`src/rtl/id_ex_hazard_stage_pkg.sv`:
```
// id_ex_hazard_stage_pkg: shared encodings, ID/EX payload type and operand-use decode
// Contents: instr_type_e, hz_state_e, id_ex_t payload, BUBBLE constant, use_rs1/use_rs2
package id_ex_hazard_stage_pkg;
   typedef enum logic [2:0] {IT_R = 3'b000, IT_I, IT_S, IT_B, IT_JALR, IT_J, IT_U} instr_type_e;
   typedef enum logic [1:0] {HZ_RUN = 2'b00, HZ_STALL = 2'b01, HZ_FLUSH = 2'b10} hz_state_e;
   typedef struct packed {
      logic        valid;
      logic [31:0] pc;
      logic [4:0]  rs1;
      logic [4:0]  rs2;
      logic [4:0]  rdes;
      logic [2:0]  itype;
      logic [31:0] rs1_data;
      logic [31:0] rs2_data;
      logic [31:0] imm;
      logic        reg_write;
      logic        mem_read;
      logic        mem_write;
      logic        branch;
      logic [3:0]  alu_op;
   } id_ex_t;
   localparam id_ex_t BUBBLE = '0;
   function automatic logic use_rs1(input logic [2:0] t);
      return !(t == IT_U || t == IT_J);
   endfunction
   function automatic logic use_rs2(input logic [2:0] t);
      return t == IT_R || t == IT_S || t == IT_B;
   endfunction
endpackage

```
`src/rtl/id_ex_hazard_stage_if.sv`:
```
// id_ex_hazard_stage_if: decode-side inputs, ID/EX outputs and hazard controls of the stage
// master: drives IF_ID_*, Branch_Taken, Ext_Stall; slave: drives ID_EX_*, Stall_*, Flush_IF_ID, Hz_State, counters
interface id_ex_hazard_stage_if #(parameter int CNT_W = 32);
   logic             IF_ID_Valid, IF_ID_RegWrite, IF_ID_MemRead, IF_ID_MemWrite, IF_ID_Branch;
   logic [31:0]      IF_ID_PC, IF_ID_RS1_Data, IF_ID_RS2_Data, IF_ID_Imm;
   logic [4:0]       IF_ID_RS1, IF_ID_RS2, IF_ID_RDes;
   logic [2:0]       IF_ID_INSTR_TYPE;
   logic [3:0]       IF_ID_ALUOp;
   logic             Branch_Taken, Ext_Stall;
   logic             ID_EX_Valid, ID_EX_RegWrite, ID_EX_MemRead, ID_EX_MemWrite, ID_EX_Branch;
   logic [31:0]      ID_EX_PC, ID_EX_RS1_Data, ID_EX_RS2_Data, ID_EX_Imm;
   logic [4:0]       ID_EX_RS1, ID_EX_RS2, ID_EX_RDes;
   logic [2:0]       ID_EX_INSTR_TYPE;
   logic [3:0]       ID_EX_ALUOp;
   logic             Stall_PC, Stall_IF_ID, Flush_IF_ID;
   logic [1:0]       Hz_State;
   logic [CNT_W-1:0] Stall_Count, Flush_Count;
   modport master (
      output IF_ID_Valid, IF_ID_PC, IF_ID_RS1, IF_ID_RS2, IF_ID_RDes, IF_ID_INSTR_TYPE,
             IF_ID_RS1_Data, IF_ID_RS2_Data, IF_ID_Imm, IF_ID_RegWrite, IF_ID_MemRead,
             IF_ID_MemWrite, IF_ID_Branch, IF_ID_ALUOp, Branch_Taken, Ext_Stall,
      input  ID_EX_Valid, ID_EX_PC, ID_EX_RS1, ID_EX_RS2, ID_EX_RDes, ID_EX_INSTR_TYPE,
             ID_EX_RS1_Data, ID_EX_RS2_Data, ID_EX_Imm, ID_EX_RegWrite, ID_EX_MemRead,
             ID_EX_MemWrite, ID_EX_Branch, ID_EX_ALUOp, Stall_PC, Stall_IF_ID, Flush_IF_ID,
             Hz_State, Stall_Count, Flush_Count
   );
   modport slave (
      input  IF_ID_Valid, IF_ID_PC, IF_ID_RS1, IF_ID_RS2, IF_ID_RDes, IF_ID_INSTR_TYPE,
             IF_ID_RS1_Data, IF_ID_RS2_Data, IF_ID_Imm, IF_ID_RegWrite, IF_ID_MemRead,
             IF_ID_MemWrite, IF_ID_Branch, IF_ID_ALUOp, Branch_Taken, Ext_Stall,
      output ID_EX_Valid, ID_EX_PC, ID_EX_RS1, ID_EX_RS2, ID_EX_RDes, ID_EX_INSTR_TYPE,
             ID_EX_RS1_Data, ID_EX_RS2_Data, ID_EX_Imm, ID_EX_RegWrite, ID_EX_MemRead,
             ID_EX_MemWrite, ID_EX_Branch, ID_EX_ALUOp, Stall_PC, Stall_IF_ID, Flush_IF_ID,
             Hz_State, Stall_Count, Flush_Count
   );
endinterface

```
`src/rtl/id_ex_hazard_stage_lu_hazard_detect.sv`:
```
// lu_hazard_detect: combinational load-use hazard between the load in ID/EX and the decoded instruction
// in: id_ex_mem_read_i, id_ex_rdes_i, if_id_valid_i, if_id_rs1_i, if_id_rs2_i, if_id_type_i; out: lu_o
module lu_hazard_detect
   import id_ex_hazard_stage_pkg::*;
(
   input  logic       id_ex_mem_read_i,
   input  logic [4:0] id_ex_rdes_i,
   input  logic       if_id_valid_i,
   input  logic [4:0] if_id_rs1_i,
   input  logic [4:0] if_id_rs2_i,
   input  logic [2:0] if_id_type_i,
   output logic       lu_o
);
   logic hit1, hit2;
   assign hit1 = use_rs1(if_id_type_i) && if_id_rs1_i == id_ex_rdes_i;
   // store data comes from the MEM-stage load->store forward, so a store's rs2 never stalls
   assign hit2 = use_rs2(if_id_type_i) && if_id_type_i != IT_S && if_id_rs2_i == id_ex_rdes_i;
   assign lu_o = id_ex_mem_read_i && id_ex_rdes_i != 5'd0 && if_id_valid_i && (hit1 || hit2);
endmodule

```
`src/rtl/id_ex_hazard_stage.sv`:
```
// id_ex_hazard_stage: ID/EX register with load-use stall, branch flush, hazard FSM and event counters
// in: clk, rst, bus.IF_ID_*, bus.Branch_Taken, bus.Ext_Stall
// out: bus.ID_EX_*, bus.Stall_PC, bus.Stall_IF_ID, bus.Flush_IF_ID, bus.Hz_State, bus.Stall_Count, bus.Flush_Count
module id_ex_hazard_stage #(parameter int CNT_W = 32) (
   input logic                 clk,
   input logic                 rst,
   id_ex_hazard_stage_if.slave bus
);
   import id_ex_hazard_stage_pkg::*;
   id_ex_t           if_id, id_ex_q, id_ex_d;
   hz_state_e        state_q, state_d;
   logic [CNT_W-1:0] stall_cnt_q, stall_cnt_d, flush_cnt_q, flush_cnt_d;
   logic             lu, stall;
   assign if_id = '{valid: bus.IF_ID_Valid, pc: bus.IF_ID_PC, rs1: bus.IF_ID_RS1, rs2: bus.IF_ID_RS2,
                    rdes: bus.IF_ID_RDes, itype: bus.IF_ID_INSTR_TYPE, rs1_data: bus.IF_ID_RS1_Data,
                    rs2_data: bus.IF_ID_RS2_Data, imm: bus.IF_ID_Imm, reg_write: bus.IF_ID_RegWrite,
                    mem_read: bus.IF_ID_MemRead, mem_write: bus.IF_ID_MemWrite, branch: bus.IF_ID_Branch,
                    alu_op: bus.IF_ID_ALUOp};
   lu_hazard_detect u_lu (
      .id_ex_mem_read_i (id_ex_q.mem_read),
      .id_ex_rdes_i     (id_ex_q.rdes),
      .if_id_valid_i    (bus.IF_ID_Valid),
      .if_id_rs1_i      (bus.IF_ID_RS1),
      .if_id_rs2_i      (bus.IF_ID_RS2),
      .if_id_type_i     (bus.IF_ID_INSTR_TYPE),
      .lu_o             (lu)
   );
   always_ff @(posedge clk) begin
      if (rst) begin
         state_q     <= HZ_RUN;
         id_ex_q     <= BUBBLE;
         stall_cnt_q <= '0;
         flush_cnt_q <= '0;
      end else begin
         state_q     <= state_d;
         id_ex_q     <= id_ex_d;
         stall_cnt_q <= stall_cnt_d;
         flush_cnt_q <= flush_cnt_d;
      end
   end
   // Ext_Stall freezes everything; a taken branch outranks the load-use stall
   always_comb begin
      state_d     = bus.Ext_Stall ? state_q : bus.Branch_Taken ? HZ_FLUSH : lu ? HZ_STALL : HZ_RUN;
      id_ex_d     = bus.Ext_Stall ? id_ex_q : (bus.Branch_Taken || lu) ? BUBBLE : if_id;
      stall_cnt_d = stall_cnt_q + CNT_W'(!bus.Ext_Stall && !bus.Branch_Taken && lu);
      flush_cnt_d = flush_cnt_q + CNT_W'(!bus.Ext_Stall && bus.Branch_Taken);
   end
   always_comb begin
      stall           = bus.Ext_Stall || (!bus.Branch_Taken && lu);
      bus.Stall_PC    = stall;
      bus.Stall_IF_ID = stall;
      bus.Flush_IF_ID = !bus.Ext_Stall && bus.Branch_Taken;
   end
   assign bus.ID_EX_Valid      = id_ex_q.valid;
   assign bus.ID_EX_PC         = id_ex_q.pc;
   assign bus.ID_EX_RS1        = id_ex_q.rs1;
   assign bus.ID_EX_RS2        = id_ex_q.rs2;
   assign bus.ID_EX_RDes       = id_ex_q.rdes;
   assign bus.ID_EX_INSTR_TYPE = id_ex_q.itype;
   assign bus.ID_EX_RS1_Data   = id_ex_q.rs1_data;
   assign bus.ID_EX_RS2_Data   = id_ex_q.rs2_data;
   assign bus.ID_EX_Imm        = id_ex_q.imm;
   assign bus.ID_EX_RegWrite   = id_ex_q.reg_write;
   assign bus.ID_EX_MemRead    = id_ex_q.mem_read;
   assign bus.ID_EX_MemWrite   = id_ex_q.mem_write;
   assign bus.ID_EX_Branch     = id_ex_q.branch;
   assign bus.ID_EX_ALUOp      = id_ex_q.alu_op;
   assign bus.Hz_State         = state_q;
   assign bus.Stall_Count      = stall_cnt_q;
   assign bus.Flush_Count      = flush_cnt_q;
endmodule

```
`src/flat_wrapper.sv`:
```
// flat-port wrapper written by rule: the top's interface ports become plain ports
module id_ex_hazard_stage_flat import id_ex_hazard_stage_pkg::*;
#(parameter int CNT_W = 32)
  (clk, rst, bus_IF_ID_Valid, bus_IF_ID_PC, bus_IF_ID_RS1, bus_IF_ID_RS2, bus_IF_ID_RDes, bus_IF_ID_INSTR_TYPE, bus_IF_ID_RS1_Data, bus_IF_ID_RS2_Data, bus_IF_ID_Imm, bus_IF_ID_RegWrite, bus_IF_ID_MemRead, bus_IF_ID_MemWrite, bus_IF_ID_Branch, bus_IF_ID_ALUOp, bus_Branch_Taken, bus_Ext_Stall, bus_ID_EX_Valid, bus_ID_EX_PC, bus_ID_EX_RS1, bus_ID_EX_RS2, bus_ID_EX_RDes, bus_ID_EX_INSTR_TYPE, bus_ID_EX_RS1_Data, bus_ID_EX_RS2_Data, bus_ID_EX_Imm, bus_ID_EX_RegWrite, bus_ID_EX_MemRead, bus_ID_EX_MemWrite, bus_ID_EX_Branch, bus_ID_EX_ALUOp, bus_Stall_PC, bus_Stall_IF_ID, bus_Flush_IF_ID, bus_Hz_State, bus_Stall_Count, bus_Flush_Count);
  id_ex_hazard_stage_if #(.CNT_W(CNT_W)) bus_i ();
  input logic clk;
  input logic rst;
  input wire logic [$bits(bus_i.IF_ID_Valid)-1:0] bus_IF_ID_Valid;
  input wire logic [$bits(bus_i.IF_ID_PC)-1:0] bus_IF_ID_PC;
  input wire logic [$bits(bus_i.IF_ID_RS1)-1:0] bus_IF_ID_RS1;
  input wire logic [$bits(bus_i.IF_ID_RS2)-1:0] bus_IF_ID_RS2;
  input wire logic [$bits(bus_i.IF_ID_RDes)-1:0] bus_IF_ID_RDes;
  input wire logic [$bits(bus_i.IF_ID_INSTR_TYPE)-1:0] bus_IF_ID_INSTR_TYPE;
  input wire logic [$bits(bus_i.IF_ID_RS1_Data)-1:0] bus_IF_ID_RS1_Data;
  input wire logic [$bits(bus_i.IF_ID_RS2_Data)-1:0] bus_IF_ID_RS2_Data;
  input wire logic [$bits(bus_i.IF_ID_Imm)-1:0] bus_IF_ID_Imm;
  input wire logic [$bits(bus_i.IF_ID_RegWrite)-1:0] bus_IF_ID_RegWrite;
  input wire logic [$bits(bus_i.IF_ID_MemRead)-1:0] bus_IF_ID_MemRead;
  input wire logic [$bits(bus_i.IF_ID_MemWrite)-1:0] bus_IF_ID_MemWrite;
  input wire logic [$bits(bus_i.IF_ID_Branch)-1:0] bus_IF_ID_Branch;
  input wire logic [$bits(bus_i.IF_ID_ALUOp)-1:0] bus_IF_ID_ALUOp;
  input wire logic [$bits(bus_i.Branch_Taken)-1:0] bus_Branch_Taken;
  input wire logic [$bits(bus_i.Ext_Stall)-1:0] bus_Ext_Stall;
  output wire logic [$bits(bus_i.ID_EX_Valid)-1:0] bus_ID_EX_Valid;
  output wire logic [$bits(bus_i.ID_EX_PC)-1:0] bus_ID_EX_PC;
  output wire logic [$bits(bus_i.ID_EX_RS1)-1:0] bus_ID_EX_RS1;
  output wire logic [$bits(bus_i.ID_EX_RS2)-1:0] bus_ID_EX_RS2;
  output wire logic [$bits(bus_i.ID_EX_RDes)-1:0] bus_ID_EX_RDes;
  output wire logic [$bits(bus_i.ID_EX_INSTR_TYPE)-1:0] bus_ID_EX_INSTR_TYPE;
  output wire logic [$bits(bus_i.ID_EX_RS1_Data)-1:0] bus_ID_EX_RS1_Data;
  output wire logic [$bits(bus_i.ID_EX_RS2_Data)-1:0] bus_ID_EX_RS2_Data;
  output wire logic [$bits(bus_i.ID_EX_Imm)-1:0] bus_ID_EX_Imm;
  output wire logic [$bits(bus_i.ID_EX_RegWrite)-1:0] bus_ID_EX_RegWrite;
  output wire logic [$bits(bus_i.ID_EX_MemRead)-1:0] bus_ID_EX_MemRead;
  output wire logic [$bits(bus_i.ID_EX_MemWrite)-1:0] bus_ID_EX_MemWrite;
  output wire logic [$bits(bus_i.ID_EX_Branch)-1:0] bus_ID_EX_Branch;
  output wire logic [$bits(bus_i.ID_EX_ALUOp)-1:0] bus_ID_EX_ALUOp;
  output wire logic [$bits(bus_i.Stall_PC)-1:0] bus_Stall_PC;
  output wire logic [$bits(bus_i.Stall_IF_ID)-1:0] bus_Stall_IF_ID;
  output wire logic [$bits(bus_i.Flush_IF_ID)-1:0] bus_Flush_IF_ID;
  output wire logic [$bits(bus_i.Hz_State)-1:0] bus_Hz_State;
  output wire logic [$bits(bus_i.Stall_Count)-1:0] bus_Stall_Count;
  output wire logic [$bits(bus_i.Flush_Count)-1:0] bus_Flush_Count;
  assign bus_i.IF_ID_Valid = bus_IF_ID_Valid;
  assign bus_i.IF_ID_PC = bus_IF_ID_PC;
  assign bus_i.IF_ID_RS1 = bus_IF_ID_RS1;
  assign bus_i.IF_ID_RS2 = bus_IF_ID_RS2;
  assign bus_i.IF_ID_RDes = bus_IF_ID_RDes;
  assign bus_i.IF_ID_INSTR_TYPE = bus_IF_ID_INSTR_TYPE;
  assign bus_i.IF_ID_RS1_Data = bus_IF_ID_RS1_Data;
  assign bus_i.IF_ID_RS2_Data = bus_IF_ID_RS2_Data;
  assign bus_i.IF_ID_Imm = bus_IF_ID_Imm;
  assign bus_i.IF_ID_RegWrite = bus_IF_ID_RegWrite;
  assign bus_i.IF_ID_MemRead = bus_IF_ID_MemRead;
  assign bus_i.IF_ID_MemWrite = bus_IF_ID_MemWrite;
  assign bus_i.IF_ID_Branch = bus_IF_ID_Branch;
  assign bus_i.IF_ID_ALUOp = bus_IF_ID_ALUOp;
  assign bus_i.Branch_Taken = bus_Branch_Taken;
  assign bus_i.Ext_Stall = bus_Ext_Stall;
  assign bus_ID_EX_Valid = bus_i.ID_EX_Valid;
  assign bus_ID_EX_PC = bus_i.ID_EX_PC;
  assign bus_ID_EX_RS1 = bus_i.ID_EX_RS1;
  assign bus_ID_EX_RS2 = bus_i.ID_EX_RS2;
  assign bus_ID_EX_RDes = bus_i.ID_EX_RDes;
  assign bus_ID_EX_INSTR_TYPE = bus_i.ID_EX_INSTR_TYPE;
  assign bus_ID_EX_RS1_Data = bus_i.ID_EX_RS1_Data;
  assign bus_ID_EX_RS2_Data = bus_i.ID_EX_RS2_Data;
  assign bus_ID_EX_Imm = bus_i.ID_EX_Imm;
  assign bus_ID_EX_RegWrite = bus_i.ID_EX_RegWrite;
  assign bus_ID_EX_MemRead = bus_i.ID_EX_MemRead;
  assign bus_ID_EX_MemWrite = bus_i.ID_EX_MemWrite;
  assign bus_ID_EX_Branch = bus_i.ID_EX_Branch;
  assign bus_ID_EX_ALUOp = bus_i.ID_EX_ALUOp;
  assign bus_Stall_PC = bus_i.Stall_PC;
  assign bus_Stall_IF_ID = bus_i.Stall_IF_ID;
  assign bus_Flush_IF_ID = bus_i.Flush_IF_ID;
  assign bus_Hz_State = bus_i.Hz_State;
  assign bus_Stall_Count = bus_i.Stall_Count;
  assign bus_Flush_Count = bus_i.Flush_Count;
  id_ex_hazard_stage #(.CNT_W(CNT_W)) u_core (.clk(clk), .rst(rst), .bus(bus_i));
endmodule
```
`config.mk`:
```
export PLATFORM = sky130hd
export DESIGN_NAME = id_ex_hazard_stage_flat
export DESIGN_NICKNAME = d
export VERILOG_FILES = /design/src/rtl/id_ex_hazard_stage_pkg.sv /design/src/rtl/id_ex_hazard_stage_if.sv /design/src/rtl/id_ex_hazard_stage_lu_hazard_detect.sv /design/src/rtl/id_ex_hazard_stage.sv /design/src/flat_wrapper.sv
export SDC_FILE = /design/constraint.sdc
export NUM_CORES = 1
export LEC_CHECK = 0
export CORE_AREA = 2 2 147 149
export DETAILED_ROUTE_END_ITERATION = 7
export DIE_AREA = 0 0 149 151
export HOLD_SLACK_MARGIN = 0.02
export PLACE_DENSITY = 0.88
export SLEW_MARGIN = 10
export SYNTH_ARGS = -nofsm -noshare
export SYNTH_HDL_FRONTEND = slang
export SYNTH_SLANG_ARGS = --single-unit
```
`constraint.sdc`:
```
create_clock -name clk -period 4.2 [get_ports clk]
set_clock_uncertainty 0.1 [all_clocks]
set_input_delay 1.05 -clock clk [delete_from_list [all_inputs] [get_ports clk]]
set_output_delay 1.05 -clock clk [all_outputs]
set_load 0.05 [all_outputs]
```
==> results of run 1 <==
## through the flow
| stage | std cells | total power [W] | setup WS, ns | instance area, µm² | setup TNS, ns |
|---|---|---|---|---|---|
| CTS | 1669 | 0.00483 | 0.0183 | 13500 | 0 |
| global placement | 1630 | 0.00287 | 0.0825 | 12800 | 0 |
| detailed placement | 1630 | 0.00288 | -0.0414 | 12800 | -0.0560 |
| floorplan | 1020 | 0.00256 | 0.343 | 8890 | 0 |
| finish | 1669 | 0.00478 | 0.122 | 13500 | 0 |
| global route | 1669 | 0.00495 | 0.0951 | 13500 | 0 |
## registers in the layout, indices dropped and copies added (netlist names)
signal,cells
u_core.bus.ID_EX_Valid,1
u_core.bus.Stall_Count,32
u_core.bus.ID_EX_MemWrite,1
u_core.bus.ID_EX_RS2_Data,32
u_core.bus.ID_EX_ALUOp,4
u_core.bus.ID_EX_RS1,5
u_core.bus.ID_EX_Imm,32
u_core.bus.Hz_State,2
u_core.bus.ID_EX_Branch,1
u_core.bus.ID_EX_RS1_Data,32
u_core.bus.ID_EX_RegWrite,1
u_core.bus.Flush_Count,32
u_core.bus.ID_EX_MemRead,1
u_core.bus.ID_EX_RS2,5
u_core.bus.ID_EX_RDes,5
u_core.bus.ID_EX_INSTR_TYPE,3
u_core.bus.ID_EX_PC,32
## synth_stat cells, types with 3 or more instances
cell type / number / area (µm²)
o21ai_1: 20 / 100
nor4_2: 5 / 62.6
xnor2_1: 34 / 298
clkbuf_2: 3 / 15.0
clkbuf_1: 41 / 154
nand4_1: 18 / 113
nand3_1: 21 / 105
o21ai_2: 100 / 876
nor2b_1: 6 / 37.5
xor2_1: 33 / 289
o21ai_0: 38 / 190
buf_12: 11 / 220
buf_6: 3 / 33.8
dfxtp_1: 221 / 4420
inv_1: 7 / 26.3
and3_1: 10 / 62.6
and4_1: 9 / 78.8
nor3_1: 7 / 35.0
a21oi_1: 4 / 20.0
buf_2: 3 / 15.0
nor2_1: 65 / 244
nor3b_1: 3 / 22.5
ha_1: 4 / 50.1
nand2_1: 329 / 1230
nor4_1: 5 / 31.3
## routing by layer
layer	up-vias	global-route usage (%)	share of wire, %
li1	4075	-	-
met3	63	7.38	9.7
met5	-	0	0
met4	0	8.14	3.5
met1	3795	25.4	37
met2	350	41.2	50
## cell type report
type,instances,area share [%]
multi-input cells,727,29.6
flip-flops and latches,221,32.7
clock inverters,9,0.564
well taps,275,2.54
repair buffers,400,29.7
clock buffers,30,4.67
inverters,7,0.194
## tightest hold or removal path: cells and delay by family, from the launching register on
family          cells  cell delay, ns
flops               1            0.31
simple gates        1            0.05
compound gates      1            0.05
## cells by family after synthesis
logic type	count (synthesis)	synth area share, %
xor+xnor	67	6.60
fa+ha+maj	4	0.563
flops	221	49.8
buf+inv	72	5.48
compound gates	168	14.0
simple gates	488	23.6
## final timing paths
path                                          startpoint                          to  slack [ns]  cells after the start
worst min register to register  u_core.bus.ID_EX_Imm[18]    u_core.bus.ID_EX_Imm[18]        0.35                      2
worst max register to register  u_core.bus.ID_EX_RDes[0]  u_core.bus.Stall_Count[10]        1.07                     14
worst min-delay path            u_core.bus.ID_EX_Imm[18]    u_core.bus.ID_EX_Imm[18]        0.35                      2
worst max-delay path             bus_IF_ID_INSTR_TYPE[1]                bus_Stall_PC        0.12                      8
## power by group through the flow
stage          clock network, W  registers, W  logic [W]
4_1_cts                 0.00199       0.00219   0.000651
3_5_place_dp                  0       0.00224   0.000646
6_report                0.00194       0.00219   0.000648
2_1_floorplan                 0       0.00244   0.000121
3_3_place_gp                  0       0.00223   0.000640
5_1_grt                 0.00207       0.00220   0.000680
==> results.py, run 1 <==
metrics = {
    "drt": {
        "via_per_inst": 4.96,
        "post_drt_wl_per_cell_um": 16.3,
        "dr.pass1.iters": 5,
        "num_vias": 8283,
        "ant_nets": 0,
        "drt_iter0_drc": 378,
        "wl_um": 27100,
        "route.detailed.drc": 0,
    },
    "synth": {
        "netlist_area_mm2": 0.00889,
        "synth_edf_count": 0,
        "ys_types": 39,
        "ys_warn_count": 0,
        "postSynthAreaPerCell_um2": 8.71,
        "yosys_register_bits": 221,
        "synthArstFlopShare_pct": 0,
        "netlist_instances": 1020,
        "synth_seq_area_share_pct": 49.8,
        "synth_flop_cell": "dfxtp_1",
        "syn_nets": 1183,
    },
    "pwr": {
        "cellPowerDensity_mw_per_mm2": 354,
        "sequentialPowerShare_pct": 45.8,
        "p_int_w": 0.00355,
        "p_sw_share_pct": 25.8,
        "combPwrFrac_pct": 13.5,
        "p_sw_w": 0.00123,
        "ir_worst_vdd_mv": 0.257,
        "clockPowerShare_pct": 40.6,
        "p_leak_nw": 4.86,
    },
    "layout": {
        "area_growth_pct": 52.2,
        "diodes": 0,
        "multi_input_area_mm2": 0.00400,
        "final_nets": 1543,
        "drive_gt1_share_pct": 12.1,
        "final_util_pct": 65.0,
        "nFillCells": 1608,
        "final-seq-area_mm2": 0.00442,
        "layout_commonest_cell": "clkdlybuf4s50_1",
        "mostFrequentLayoutCells": "clkdlybuf4s50_1, nand2_1, dfxtp_1",
    },
    "sta": {
        "rsz0062_at_grt": "false",
        "hold_viol": 0,
        "slew_headroom_pct": 36.6,
        "worst_pin_slew_ns": 0.943,
        "fin_crit_ns": 4.08,
        "setup-violations-final": 0,
        "fmax_mhz": 245,
        "finalCritPeriodShare_pct": 97.1,
        "whs_ns": 0.350,
        "maxSlewViolCount": 0,
    },
    "floorplanning": {
        "core_mm2": 0.0208,
        "die_h_um": 151,
        "ioPinCount": 383,
        "dieArea_mm2": 0.0225,
        "die_x_um": 149,
        "rows": 53,
        "initial_utilization_pct": 42.7,
    },
    "grt": {
        "track_usage_pct": 22.9,
        "grt_max_degree": 123,
        "overflow": 0,
        "grt_pass1_wl_um": 41500,
        "antenna_found_initial": 0,
        "grt_pass1_vias": 7989,
    },
    "cts": {
        "clk_path_buf_depth": 3,
        "cts_hold_buffers": 0,
        "h-tree-depth": 1,
        "ctsResizeCount": 0,
        "cts_tree": "yes",
        "cts_root_buf": "clkbuf_16",
        "clock_sinks": 221,
        "cts_made_buffers": 23,
        "post_cts_buffers": 0,
        "path_clk_slew_ns": 0.06,
        "clk_latency_ns": 0.51,
    },
    "setup_path": {
        "crit_arrival_ns": 2.93,
        "crit_fanout": 13,
        "max_stage_delay_ns": 0.47,
        "worstSetupEndpointType": "output port",
        "cp_top_family": "buffers and inverters",
        "cp_slowest_cell": "clkdlybuf4s50_1",
        "crit_path_frequent_cell": "buf_12",
        "crit_buf_inv": 3,
        "start_kind": "primary input",
        "crit_required_ns": 3.05,
        "path_cells": "clkdlybuf4s50_1, xor2_1, nor4_1, nand4_1, a21oi_4, buf_12, a21o_4, buf_12",
        "path_class": "in -> out",
    },
    "placed_design": {
        "port_buffers": 382,
        "hpwl_um": 19400,
        "gp_congestion": 0.865,
    },
    "run_status": {
        "outcome": "completed",
    },
    "run": {
        "maxCapViolCount": 0,
    },
    "worst_hold_path": {
        "hold_path_class": "reg -> reg",
    },
}
No activity file was read; power rests on OpenSTA's default activity.
==> run 2: changes to the inputs <==
- ABC_CLOCK_PERIOD_IN_PS: unset -> 4200
- REMOVE_ABC_BUFFERS: unset -> 1
==> run 2 against run 1 <==
Global-route usage increased by 0.16 points. Design area about the same. Critical path depth shrank 1. First-iteration DRC count grew 15%. Via count up 0.93%. Final cell count fell by 0.24%. Die area unchanged. Maximum frequency up 2.2%. Total power grew 2.4%. Sequential share of layout area is essentially flat. Setup slack improved by 0.086 ns. Critical path type unchanged. Largest cell class unchanged. Largest power group unchanged.
==> results.py, run 2 (same netlist as run 1, synthesis figures left out) <==
metrics = {
    "run_status": {
        "outcome": "completed",
    },
    "pwr": {
        "ir_worst_vdd_mv": 0.306,
        "p_leak_nw": 4.85,
        "power_w": 0.00490,
        "cellPowerDensity_mw_per_mm2": 362,
    },
    "sta": {
        "maxSlewViolCount": 0,
        "fin_crit_ns": 3.99,
        "rsz0062_at_grt": "false",
        "setup-violations-final": 0,
        "finalCritPeriodShare_pct": 95.1,
        "worst_pin_slew_ns": 1.17,
        "hold_viol": 0,
        "fmax_mhz": 250,
        "slew_headroom_pct": 22.0,
    },
    "worst_hold_path": {
        "holdPathEnd": "u_core.bus.ID_EX_ALUOp[1]",
        "min-delay-start": "u_core.bus.ID_EX_ALUOp[1]",
        "hold_path_depth": 2,
        "hold_path_class": "reg -> reg",
    },
    "layout": {
        "final_nets": 1537,
        "area_growth_pct": 52.2,
        "final_util_pct": 64.9,
        "mostFrequentLayoutCells": "clkdlybuf4s50_1, nand2_1, dfxtp_1",
        "layout_commonest_cell": "clkdlybuf4s50_1",
        "drive_gt1_share_pct": 11.5,
    },
    "setup_path": {
        "crit_required_ns": 3.05,
        "cp_top_family": "compound AO/OA/AOI/OAI gates",
        "cp.depth": 7,
        "max_stage_delay_ns": 0.44,
        "reg2reg_depth": 13,
        "timing.rr.end": "u_core.bus.Stall_Count[10]",
        "path_cells": "clkdlybuf4s50_1, xor2_1, a211oi_1, nand4_1, a21oi_4, a21o_2, buf_12",
        "start_kind": "primary input",
        "cp_slowest_cell": "clkdlybuf4s50_1",
        "crit_arrival_ns": 2.84,
        "regToRegStartpoint": "u_core.bus.ID_EX_RDes[2]",
        "crit_buf_inv": 2,
        "worstSetupEndpointType": "output port",
        "path_class": "in -> out",
        "rrSetupSlack_ns": 1.14,
        "crit_fanout": 4,
    },
    "drt": {
        "drt_iter0_drc": 434,
        "post_drt_wl_per_cell_um": 16.3,
        "top_layer": "met4",
        "wl_met1_um": 9800,
        "num_vias": 8360,
        "via_per_inst": 5.02,
        "ant_nets": 0,
        "met3WireLength_um": 2560,
        "dr.pass1.iters": 4,
        "dr_wl_met2_um": 13900,
        "route.detailed.drc": 0,
        "wl_um": 27100,
    },
    "grt": {
        "track_usage_pct": 23.1,
        "grt_pass1_vias": 8241,
        "overflow": 0,
        "antenna_found_initial": 1,
        "grt_pass1_wl_um": 41800,
        "grt_max_degree": 153,
    },
    "floorplanning": {
        "dieArea_mm2": 0.0225,
        "ioPinCount": 383,
        "core_mm2": 0.0208,
        "die_h_um": 151,
        "die_x_um": 149,
        "initial_utilization_pct": 42.7,
        "rows": 53,
    },
    "cts": {
        "path_clk_slew_ns": 0.06,
        "ctsResizeCount": 0,
        "cts_root_buf": "clkbuf_16",
        "clk_path_buf_depth": 3,
        "clock_sinks": 221,
        "post_cts_buffers": 0,
        "clk_latency_ns": 0.50,
        "h-tree-depth": 1,
        "cts_hold_buffers": 0,
        "cts_tree": "yes",
        "cts_made_buffers": 25,
    },
    "placed_design": {
        "gp_congestion": 0.853,
        "port_buffers": 382,
        "hpwl_um": 19100,
    },
    "run": {
        "maxCapViolCount": 0,
    },
}
run 2: cell count changes in the layout (fill, tap and decap cells not counted), sizes merged:
cell      previous run  this run
buf                 22        14
clkbuf              30        38
clkinv               6         3
clkinvlp             1         0
diode                0         1
inv                  8         7
run 2: metal layers:
layer  up-vias  track usage (%)
met5         -                0
met3        51             7.92
met2       334             42.1
met1      3902             25.3
met4         0             7.05
li1       4073                -
run 2: tightest hold or removal path, cell delays in order, from the launching register on:
cell and delay, ns:
dfxtp_1 0.31, nand2_1 0.05, o21ai_1 0.05
run 2: metrics by stage:
step           std cells  hold slack (ns)  cell area, µm²  setup slack [ns]  setup TNS, ns
4_1_cts             1664            0.344           13500             0.114              0
2_1_floorplan        955            0.568            8430             -5.45        -983.10
5_1_grt             1665            0.356           13500            0.0560              0
6_report            1665            0.340           13500             0.208              0
3_3_place_gp        1622            0.331           12700            0.0878              0
3_5_place_dp        1622            0.336           12700            0.0329              0
run 2: how the worst max path moves through the flow:
| stage | startpoint | to | slack, ns |
|---|---|---|---|
| floorplan | bus_Ext_Stall | u_core.bus.ID_EX_INSTR_TYPE[0] | -5.45 |
| global placement | bus_IF_ID_INSTR_TYPE[0] | u_core.bus.Stall_Count[10] | 0.09 |
| detailed placement | bus_IF_ID_INSTR_TYPE[0] | u_core.bus.Stall_Count[30] | 0.03 |
| CTS | bus_IF_ID_INSTR_TYPE[0] | bus_Stall_IF_ID | 0.11 |
| global route | bus_IF_ID_INSTR_TYPE[0] | bus_Stall_IF_ID | 0.06 |
| finish | bus_IF_ID_INSTR_TYPE[0] | bus_Stall_IF_ID | 0.21 |
run 2: where the power goes:
| part | total, W | switching [W] | internal, W |
|---|---|---|---|
| combinational | 0.000642 | 0.000368 | 0.000274 |
| sequential | 0.00219 | 0.0000344 | 0.00216 |
| clock | 0.00207 | 0.000814 | 0.00125 |
run 2: cell type report:
| type | instances | area, µm² |
|---|---|---|
| antenna | 1 | 2.50 |
| clock inverter | 4 | 45.0 |
| multi-input combinational | 727 | 4000 |
| fill | 1646 | 7300 |
| timing repair buffer | 392 | 3950 |
| tap | 275 | 344 |
| clock buffer | 38 | 734 |
| sequential | 221 | 4420 |
| inverter | 7 | 26.3 |
